<file path="config.mk">
export PLATFORM = sky130hd
export DESIGN_NAME = fetch_ctrl_flat
export DESIGN_NICKNAME = d
export VERILOG_FILES = /design/src/rtl/fetch_ctrl_if.sv /design/src/rtl/fetch_ctrl.sv /design/src/flat_wrapper.sv
export SDC_FILE = /design/constraint.sdc
export NUM_CORES = 1
export LEC_CHECK = 0
export BUFFER_PORTS_ARGS = -buffer_cell sky130_fd_sc_hd__buf_2
export CORE_ASPECT_RATIO = 0.75
export CORE_MARGIN = 2
export CORE_UTILIZATION = 52
export DETAILED_ROUTE_END_ITERATION = 8
export GPL_ROUTABILITY_DRIVEN = 0
export GPL_TIMING_DRIVEN = 0
export PLACE_DENSITY_LB_ADDON = 0.08
export SLEW_MARGIN = 20
export SYNTH_ARGS = -nofsm -noshare
export SYNTH_HDL_FRONTEND = slang
export SYNTH_SLANG_ARGS = --single-unit
</file>
<file path="constraint.sdc">
create_clock -name clk -period 4.48 [get_ports clk]
set_input_delay 0.224 -clock clk [delete_from_list [all_inputs] [get_ports clk]]
set_output_delay 0.224 -clock clk [all_outputs]
set_load 0.1 [all_outputs]
</file>
<file path="src/rtl/fetch_ctrl_if.sv">
// Fetch-controller signal bundle: debug/hazard/branch inputs and PC/IF control outputs.
// master drives the commands and fetched word, slave is the controller itself.
interface fetch_ctrl_if #(
    parameter int DATA_WIDTH = 32,
    parameter int CNT_WIDTH  = 32
);
    logic                  cmd_valid;
    logic [1:0]            cmd;
    logic                  stall_in;
    logic                  branch_taken;
    logic [DATA_WIDTH-1:0] instr_in;
    logic                  pc_enable;
    logic                  pc_reset;
    logic                  if_flush;
    logic                  busy;
    logic                  halted;
    logic                  step_done;
    logic [CNT_WIDTH-1:0]  fetch_count;

    modport master (
        output cmd_valid, cmd, stall_in, branch_taken, instr_in,
        input  pc_enable, pc_reset, if_flush, busy, halted, step_done, fetch_count
    );

    modport slave (
        input  cmd_valid, cmd, stall_in, branch_taken, instr_in,
        output pc_enable, pc_reset, if_flush, busy, halted, step_done, fetch_count
    );
endinterface

</file>
<file path="src/rtl/fetch_ctrl.sv">
// Instruction-fetch sequencer: run/step/pause/clear from the debug unit, stall and
// branch handling, HALT-opcode freeze, and a saturating count of PC advances.
module fetch_ctrl #(
    parameter int         DATA_WIDTH  = 32,
    parameter logic [5:0] HALT_OPCODE = 6'b111111,
    parameter int         CNT_WIDTH   = 32
) (
    input logic         clk,
    input logic         reset,
    fetch_ctrl_if.slave bus
);
    localparam logic [1:0] CMD_PAUSE = 2'b00;
    localparam logic [1:0] CMD_RUN   = 2'b01;
    localparam logic [1:0] CMD_STEP  = 2'b10;
    localparam logic [1:0] CMD_CLEAR = 2'b11;

    typedef enum logic [2:0] {S_CLR, S_IDLE, S_RUN, S_STEP, S_HALT} state_t;

    state_t state;
    state_t next_state;
    logic   is_halt;
    logic   active;
    logic   clear;
    logic   pc_en;

    always_ff @(posedge clk) begin
        if (!reset) begin
            state <= S_CLR;
        end else begin
            state <= next_state;
        end
    end

    always_comb begin
        is_halt    = (bus.instr_in[DATA_WIDTH-1 -: 6] == HALT_OPCODE);
        active     = (state == S_RUN) || (state == S_STEP);
        clear      = bus.cmd_valid && (bus.cmd == CMD_CLEAR);
        pc_en      = active && !bus.stall_in && !is_halt;
        next_state = state;
        if (clear) begin
            next_state = S_CLR;
        end else begin
            unique case (state)
                S_CLR:  next_state = S_IDLE;
                S_IDLE: begin
                    if (bus.cmd_valid && bus.cmd == CMD_RUN) begin
                        next_state = S_RUN;
                    end else if (bus.cmd_valid && bus.cmd == CMD_STEP) begin
                        next_state = S_STEP;
                    end
                end
                S_RUN: begin
                    if (is_halt && !bus.stall_in) begin
                        next_state = S_HALT;
                    end else if (bus.cmd_valid && bus.cmd == CMD_PAUSE) begin
                        next_state = S_IDLE;
                    end
                end
                S_STEP: begin
                    if (is_halt && !bus.stall_in) begin
                        next_state = S_HALT;
                    end else if (pc_en) begin
                        next_state = S_IDLE;
                    end
                end
                S_HALT: next_state = S_HALT;
                default: next_state = S_CLR;
            endcase
        end
    end

    always_comb begin
        bus.pc_enable = pc_en;
        bus.if_flush  = bus.branch_taken && active;
        bus.busy      = active;
        bus.halted    = (state == S_HALT);
    end

    // pc_reset and the counter clear track the state being entered, so both are
    // already in effect during the CLR cycle itself.
    always_ff @(posedge clk) begin
        if (!reset) begin
            bus.pc_reset    <= 1'b1;
            bus.step_done   <= 1'b0;
            bus.fetch_count <= '0;
        end else begin
            bus.pc_reset  <= (next_state == S_CLR);
            bus.step_done <= (state == S_STEP) && pc_en && !clear;
            if (next_state == S_CLR) begin
                bus.fetch_count <= '0;
            end else if (pc_en && bus.fetch_count != '1) begin
                bus.fetch_count <= bus.fetch_count + CNT_WIDTH'(1);
            end
        end
    end
endmodule

</file>
<file path="src/flat_wrapper.sv">
// flat-port wrapper written by rule: the top's interface ports become plain ports
module fetch_ctrl_flat 
#(
    parameter int         DATA_WIDTH  = 32,
    parameter logic [5:0] HALT_OPCODE = 6'b111111,
    parameter int         CNT_WIDTH   = 32
)
  (clk, reset, bus_cmd_valid, bus_cmd, bus_stall_in, bus_branch_taken, bus_instr_in, bus_pc_enable, bus_pc_reset, bus_if_flush, bus_busy, bus_halted, bus_step_done, bus_fetch_count);
  fetch_ctrl_if #(.DATA_WIDTH(DATA_WIDTH), .CNT_WIDTH(CNT_WIDTH)) bus_i ();
  input logic clk;
  input logic reset;
  input wire logic [$bits(bus_i.cmd_valid)-1:0] bus_cmd_valid;
  input wire logic [$bits(bus_i.cmd)-1:0] bus_cmd;
  input wire logic [$bits(bus_i.stall_in)-1:0] bus_stall_in;
  input wire logic [$bits(bus_i.branch_taken)-1:0] bus_branch_taken;
  input wire logic [$bits(bus_i.instr_in)-1:0] bus_instr_in;
  output wire logic [$bits(bus_i.pc_enable)-1:0] bus_pc_enable;
  output wire logic [$bits(bus_i.pc_reset)-1:0] bus_pc_reset;
  output wire logic [$bits(bus_i.if_flush)-1:0] bus_if_flush;
  output wire logic [$bits(bus_i.busy)-1:0] bus_busy;
  output wire logic [$bits(bus_i.halted)-1:0] bus_halted;
  output wire logic [$bits(bus_i.step_done)-1:0] bus_step_done;
  output wire logic [$bits(bus_i.fetch_count)-1:0] bus_fetch_count;
  assign bus_i.cmd_valid = bus_cmd_valid;
  assign bus_i.cmd = bus_cmd;
  assign bus_i.stall_in = bus_stall_in;
  assign bus_i.branch_taken = bus_branch_taken;
  assign bus_i.instr_in = bus_instr_in;
  assign bus_pc_enable = bus_i.pc_enable;
  assign bus_pc_reset = bus_i.pc_reset;
  assign bus_if_flush = bus_i.if_flush;
  assign bus_busy = bus_i.busy;
  assign bus_halted = bus_i.halted;
  assign bus_step_done = bus_i.step_done;
  assign bus_fetch_count = bus_i.fetch_count;
  fetch_ctrl #(.DATA_WIDTH(DATA_WIDTH), .HALT_OPCODE(HALT_OPCODE), .CNT_WIDTH(CNT_WIDTH)) u_core (.clk(clk), .reset(reset), .bus(bus_i));
endmodule
</file>
# Word level (Yosys, flattened, before mapping)
# Index checks and enable logic that the tools add are counted.
[classes]
n_bitwise = 1
n_reduce_logical = 19
n_eq_ne = 9
addsub = 1
mux = 8
[ops]
columns = ["op", "n"]
rows = [
  ["$add 32x1->32 const B", 1],
  ["$ne 32x32->1 const B", 1],
  ["$mux 3", 7],
  ["$pmux 3 s5", 1],
  ["$logic_and 1x1->1", 11],
  ["$eq 3x2->1 const B", 2],
  ["$eq 6x6->1 const B", 1],
  ["$logic_not 3->1", 2],
  ["$eq 2x2->1 const B", 2],
  ["$eq 3x1->1 const B", 1],
  ["$eq 3x3->1 const B", 1],
  ["$logic_not 1->1", 3],
  ["$eq 2x1->1 const B", 1],
  ["$logic_not 2->1", 1],
  ["$reduce_or 2->1", 1],
  ["$logic_or 1x1->1", 1],
  ["$not 1->1", 1],
]
[totals]
out_inout_bits = 38
in_bits = 39
elab_cells = 42
reg_bits = 37

# Logic depth before layout (Yosys ltp)
[depth]
depth_word = 10
ltp_mapped = 8
ltp_nobuf = 6

# Worst setup path after synthesis
# Ideal clock, no wire load.
[synth_path]
path_type = "register -> output"
from = "reg u_core.state[1]"
to = "out bus_if_flush"
path_buffers = 0
stages_incl_launch_ff = 4
setup_slack_ns = 1.627
required_time_ns = 4.256
arrival_ns = 2.629
path_cell_list = "dfxtp_1 inv_1 nor2_1 and2_1"
[synth_between]
elab_chain_cells = 3
word_cells_on_any_way = 4
classes_between = "2 x eq/ne; 2 x reduce/logical"
[synth_lines]
columns = ["element", "line_no", "text"]
rows = [
  ["start: declaration", "fetch_ctrl.sv:19", "state_t state;"],
  ["start signal: assignment", "fetch_ctrl.sv:30", "state <= next_state;"],
  ["$eq 3x2->1", "fetch_ctrl.sv:36", "active = (state == S_RUN) || (state == S_STEP);"],
  ["$logic_or 1x1->1 *", "fetch_ctrl.sv:36", ""],
  ["named net bus_busy", "flat_wrapper.sv:20", "output wire logic [$bits(bus_i.busy)-1:0] bus_busy;"],
  ["$logic_and 1x1->1 *", "fetch_ctrl.sv:74", "bus.if_flush = bus.branch_taken && active;"],
  ["end: declaration", "flat_wrapper.sv:19", "output wire logic [$bits(bus_i.if_flush)-1:0] bus_if_flush;"],
]
# Mark *: on every way through the listed nets, which the timed path passes. The rest lies on a longest branch.

# Worst setup path in the final report
[layout_path]
from = "reg u_core.bus.fetch_count[0]"
to = "reg u_core.bus.fetch_count[1]"
[layout_between]
elab_chain_cells = 2
word_cells_on_any_way = 3
classes_between = "1 x add/sub; 1 x eq/ne; 1 x reduce/logical"
[layout_lines]
columns = ["element", "line_no", "text"]
rows = [
  ["start: declaration", "fetch_ctrl_if.sv:27", "output pc_enable, pc_reset, if_flush, busy, halted, step_done, fetch_count"],
  ["start signal: assignment", "fetch_ctrl.sv:92", "bus.fetch_count <= bus.fetch_count + CNT_WIDTH'(1);"],
  ["branches (longest 2 deep; another with $add 32x1->32)", "--", ""],
]
# Parallel ways; which one is timed is not known.
# A chain may end at the register's enable or synchronous reset.

==> impl_metrics.json <==
{
  "peakVddDrop_uv": 236,
  "hp-class": "primary input to flip-flop",
  "grt_pass1_vias": 1716,
  "yosys.area.top_type": "dfxtp_1",
  "synthCells": 232,
  "final_common_cell": "buf_2",
  "grt-ovfl-total": 0,
  "tightest_slew_ns": 0.791,
  "grt_max_degree": 11,
  "finalClockSkew_ns": 0.00285,
  "core-area_sq_um": 3610,
  "stdcell_area_sq_um": 2330,
  "nFillCells": 359,
  "regToRegStartpoint": "u_core.bus.fetch_count[0]$_SDFFE_PP0P_",
  "synth.top_cells.by_area": "dfxtp_1 38%, a21oi_1 6.0%, or3_1 5.5%",
  "hold_viol": 0,
  "drv_cap": 0,
  "via_per_inst": 5.75,
  "drt_iter0_drc": 123,
  "place_area_sq_um": 2250,
  "die_w_um": 74.4,
  "synth_top_family_by_area": "simple AND/OR/NAND/NOR gates",
  "mostFrequentLayoutCells": "51 x buf_2, 37 x dfxtp_1, 23 x a21oi_1, 20 x nand2_1",
  "synthXorXnorAreaFrac": 0.0181,
  "finalPower_w": 0.000605,
  "clkSlewWorstSetupHoldPaths_ns": 0.07,
  "rr_worst_depth": 8,
  "cpPeakStageDelay_ns": 0.45,
  "firstDrtPassIters": 4,
  "p_per_area_nw_per_um2": 260,
  "htreeDepth": 2,
  "cts_buffer_depth": 2,
  "synth-seq-cells": 37,
  "synth_edf_count": 0,
  "yosys.area_share.simple": 0.317,
  "synthAdderAreaFrac": 0.00648,
  "drive_above_1_share": 0.241,
  "nNetsFinal": 329,
  "outcome": "completed",
  "syn-num-nets": 272,
  "synth_seq_area_share": 0.383,
  "die_h_um": 56.8,
  "cts_root_buffer": "clkbuf_8",
  "start_kind": "flip-flop",
  "wl_um": 4770,
  "async_reset_ff_frac": 0,
  "numCtsBuffers": 5,
  "antenna_found_initial": 0,
  "ctsResizeCount": 0,
  "ios": 77,
  "setup_tns_ns": 0,
  "hpwl_um": 3520,
  "route.detailed.drc": 0,
  "critPathLaunch": "u_core.bus.fetch_count[0]$_SDFFE_PP0P_",
  "critPathSlowestCell": "dfxtp_1",
  "grt_usage": 0.237,
  "vias": 1967,
  "cts.sinks": 37,
  "slew_headroom": 0.470,
  "fin_hold_ws_ns": 0.206,
  "diodes": 0,
  "required_ns": 4.63,
  "holdCritStartpoint": "reset",
  "grt_pass1_wl_um": 7890,
  "avgSynthCellArea_sq_um": 8.33,
  "core.rowCount": 19,
  "netlist_area_sq_um": 1930,
  "ant_nets": 0,
  "max_freq_ghz": 0.453,
  "yosys_warnings": 0,
  "report.final.slew_viol_count": 0,
  "setup_viol": 0,
  "critPathMaxFanout": 10,
  "fin_crit_ns": 2.21,
  "fp.dieArea_sq_um": 4220,
  "crit_chain": "ha_1 > and2_1 > and4_1 > a31o_2 > buf_4 > buf_6 > mux2i_1 > nor2_1",
  "end_kind": "flip-flop",
  "clk-insertion-delay-late_ns": 0.28,
  "arrival_ns": 2.36,
  "rsz0062_at_grt": "false",
  "critical_path_class": "flip-flop to flip-flop",
  "seqCellArea_sq_um": 741,
  "start_util": 0.535,
  "wl_per_cell_um": 14.0,
  "hold_depth": 3,
  "min_period_over_period": 0.492,
  "finalNonFillerCells": 342,
  "ys_types": 44,
  "cts_setup_buffers": 0,
  "dp_cells": 334,
  "ys.flop_type": "dfxtp_1",
  "syn2layout_area_growth_pct": 20.5,
  "synth_top_area_frac": 0.383,
  "io_buffer_count": 50,
  "synthMuxAreaShare": 0.0104,
  "multi_input_area_sq_um": 1110,
  "cts_hold_buffers": 0,
  "cts_tree": "yes",
  "synth_compound_area_frac": 0.225,
  "power_leakage_nw": 0.964
}
[Yosys cell counts, types with 5 or more instances]
master	n
nand3_1	11
dfxtp_1	37
nand4_1	8
o21ai_0	18
clkbuf_1	5
inv_1	7
nor2_1	18
nand2_1	20
and3_1	7
a21oi_1	23
and4_1	5
or3_1	17
[per-layer routing]
layer | track usage | part of all wire | vias to the layer above
li1 | - | - | 998
met1 | 0.351 | 0.51 | 915
met2 | 0.344 | 0.44 | 51
met3 | 0.0575 | 0.049 | 3
met4 | 0.0561 | 0.0046 | 0
met5 | 0 | 0 | -
[state kept, by name, indices dropped and copies added (netlist names)]
register                cells
u_core.state                3
u_core.bus.step_done        1
u_core.bus.fetch_count     32
u_core.bus.pc_reset         1
[cell type report]
type                            count  area share
Inverter                            7      0.0113
Buffer                              9      0.0215
Sequential cell                    37       0.318
Tap cell                           52      0.0280
Clock buffer                        8      0.0344
Multi-Input combinational cell    179       0.479
Timing Repair Buffer               50       0.108
[path summary, 6_finish.rpt]
check / slack [ns] / to
setup / recovery: 2.27 / u_core.bus.fetch_count[1]$_SDFFE_PP0P_
hold / removal: 0.21 / u_core.bus.step_done$_SDFF_PN0_
setup reg to reg: 2.27 / u_core.bus.fetch_count[1]$_SDFFE_PP0P_
hold reg to reg: 0.48 / u_core.bus.fetch_count[27]$_SDFFE_PP0P_
[metrics by stage]
step	worst slack [ns]	util
after floorplan	1.63	-
after global placement	2.31	0.622
after detailed placement	2.27	0.622
after CTS	2.28	0.644
after global routing	2.09	0.644
final	2.27	0.644
[where the power goes]
group          switching (W)  internal (W)
sequential        0.00000227      0.000331
combinational      0.0000362     0.0000126
clock               0.000113      0.000111
[kinds of logic after synthesis]
group           Yosys count
mux                       2
compound gates           64
buf+inv                  16
flops                    37
simple gates            108
xor+xnor                  4
fa+ha+maj                 1
[critical path, delay by kind of cell (launching register included)]
family                   cells  cell delay, ns
AND/OR/NAND/NOR              3            0.50
flip-flops                   1            0.45
buffers and inverters        2            0.37
adder cells (fa/ha/maj)      1            0.27
AO/OA/AOI/OAI                1            0.27
multiplexers                 1            0.21
No activity file was read; power rests on OpenSTA's default activity.
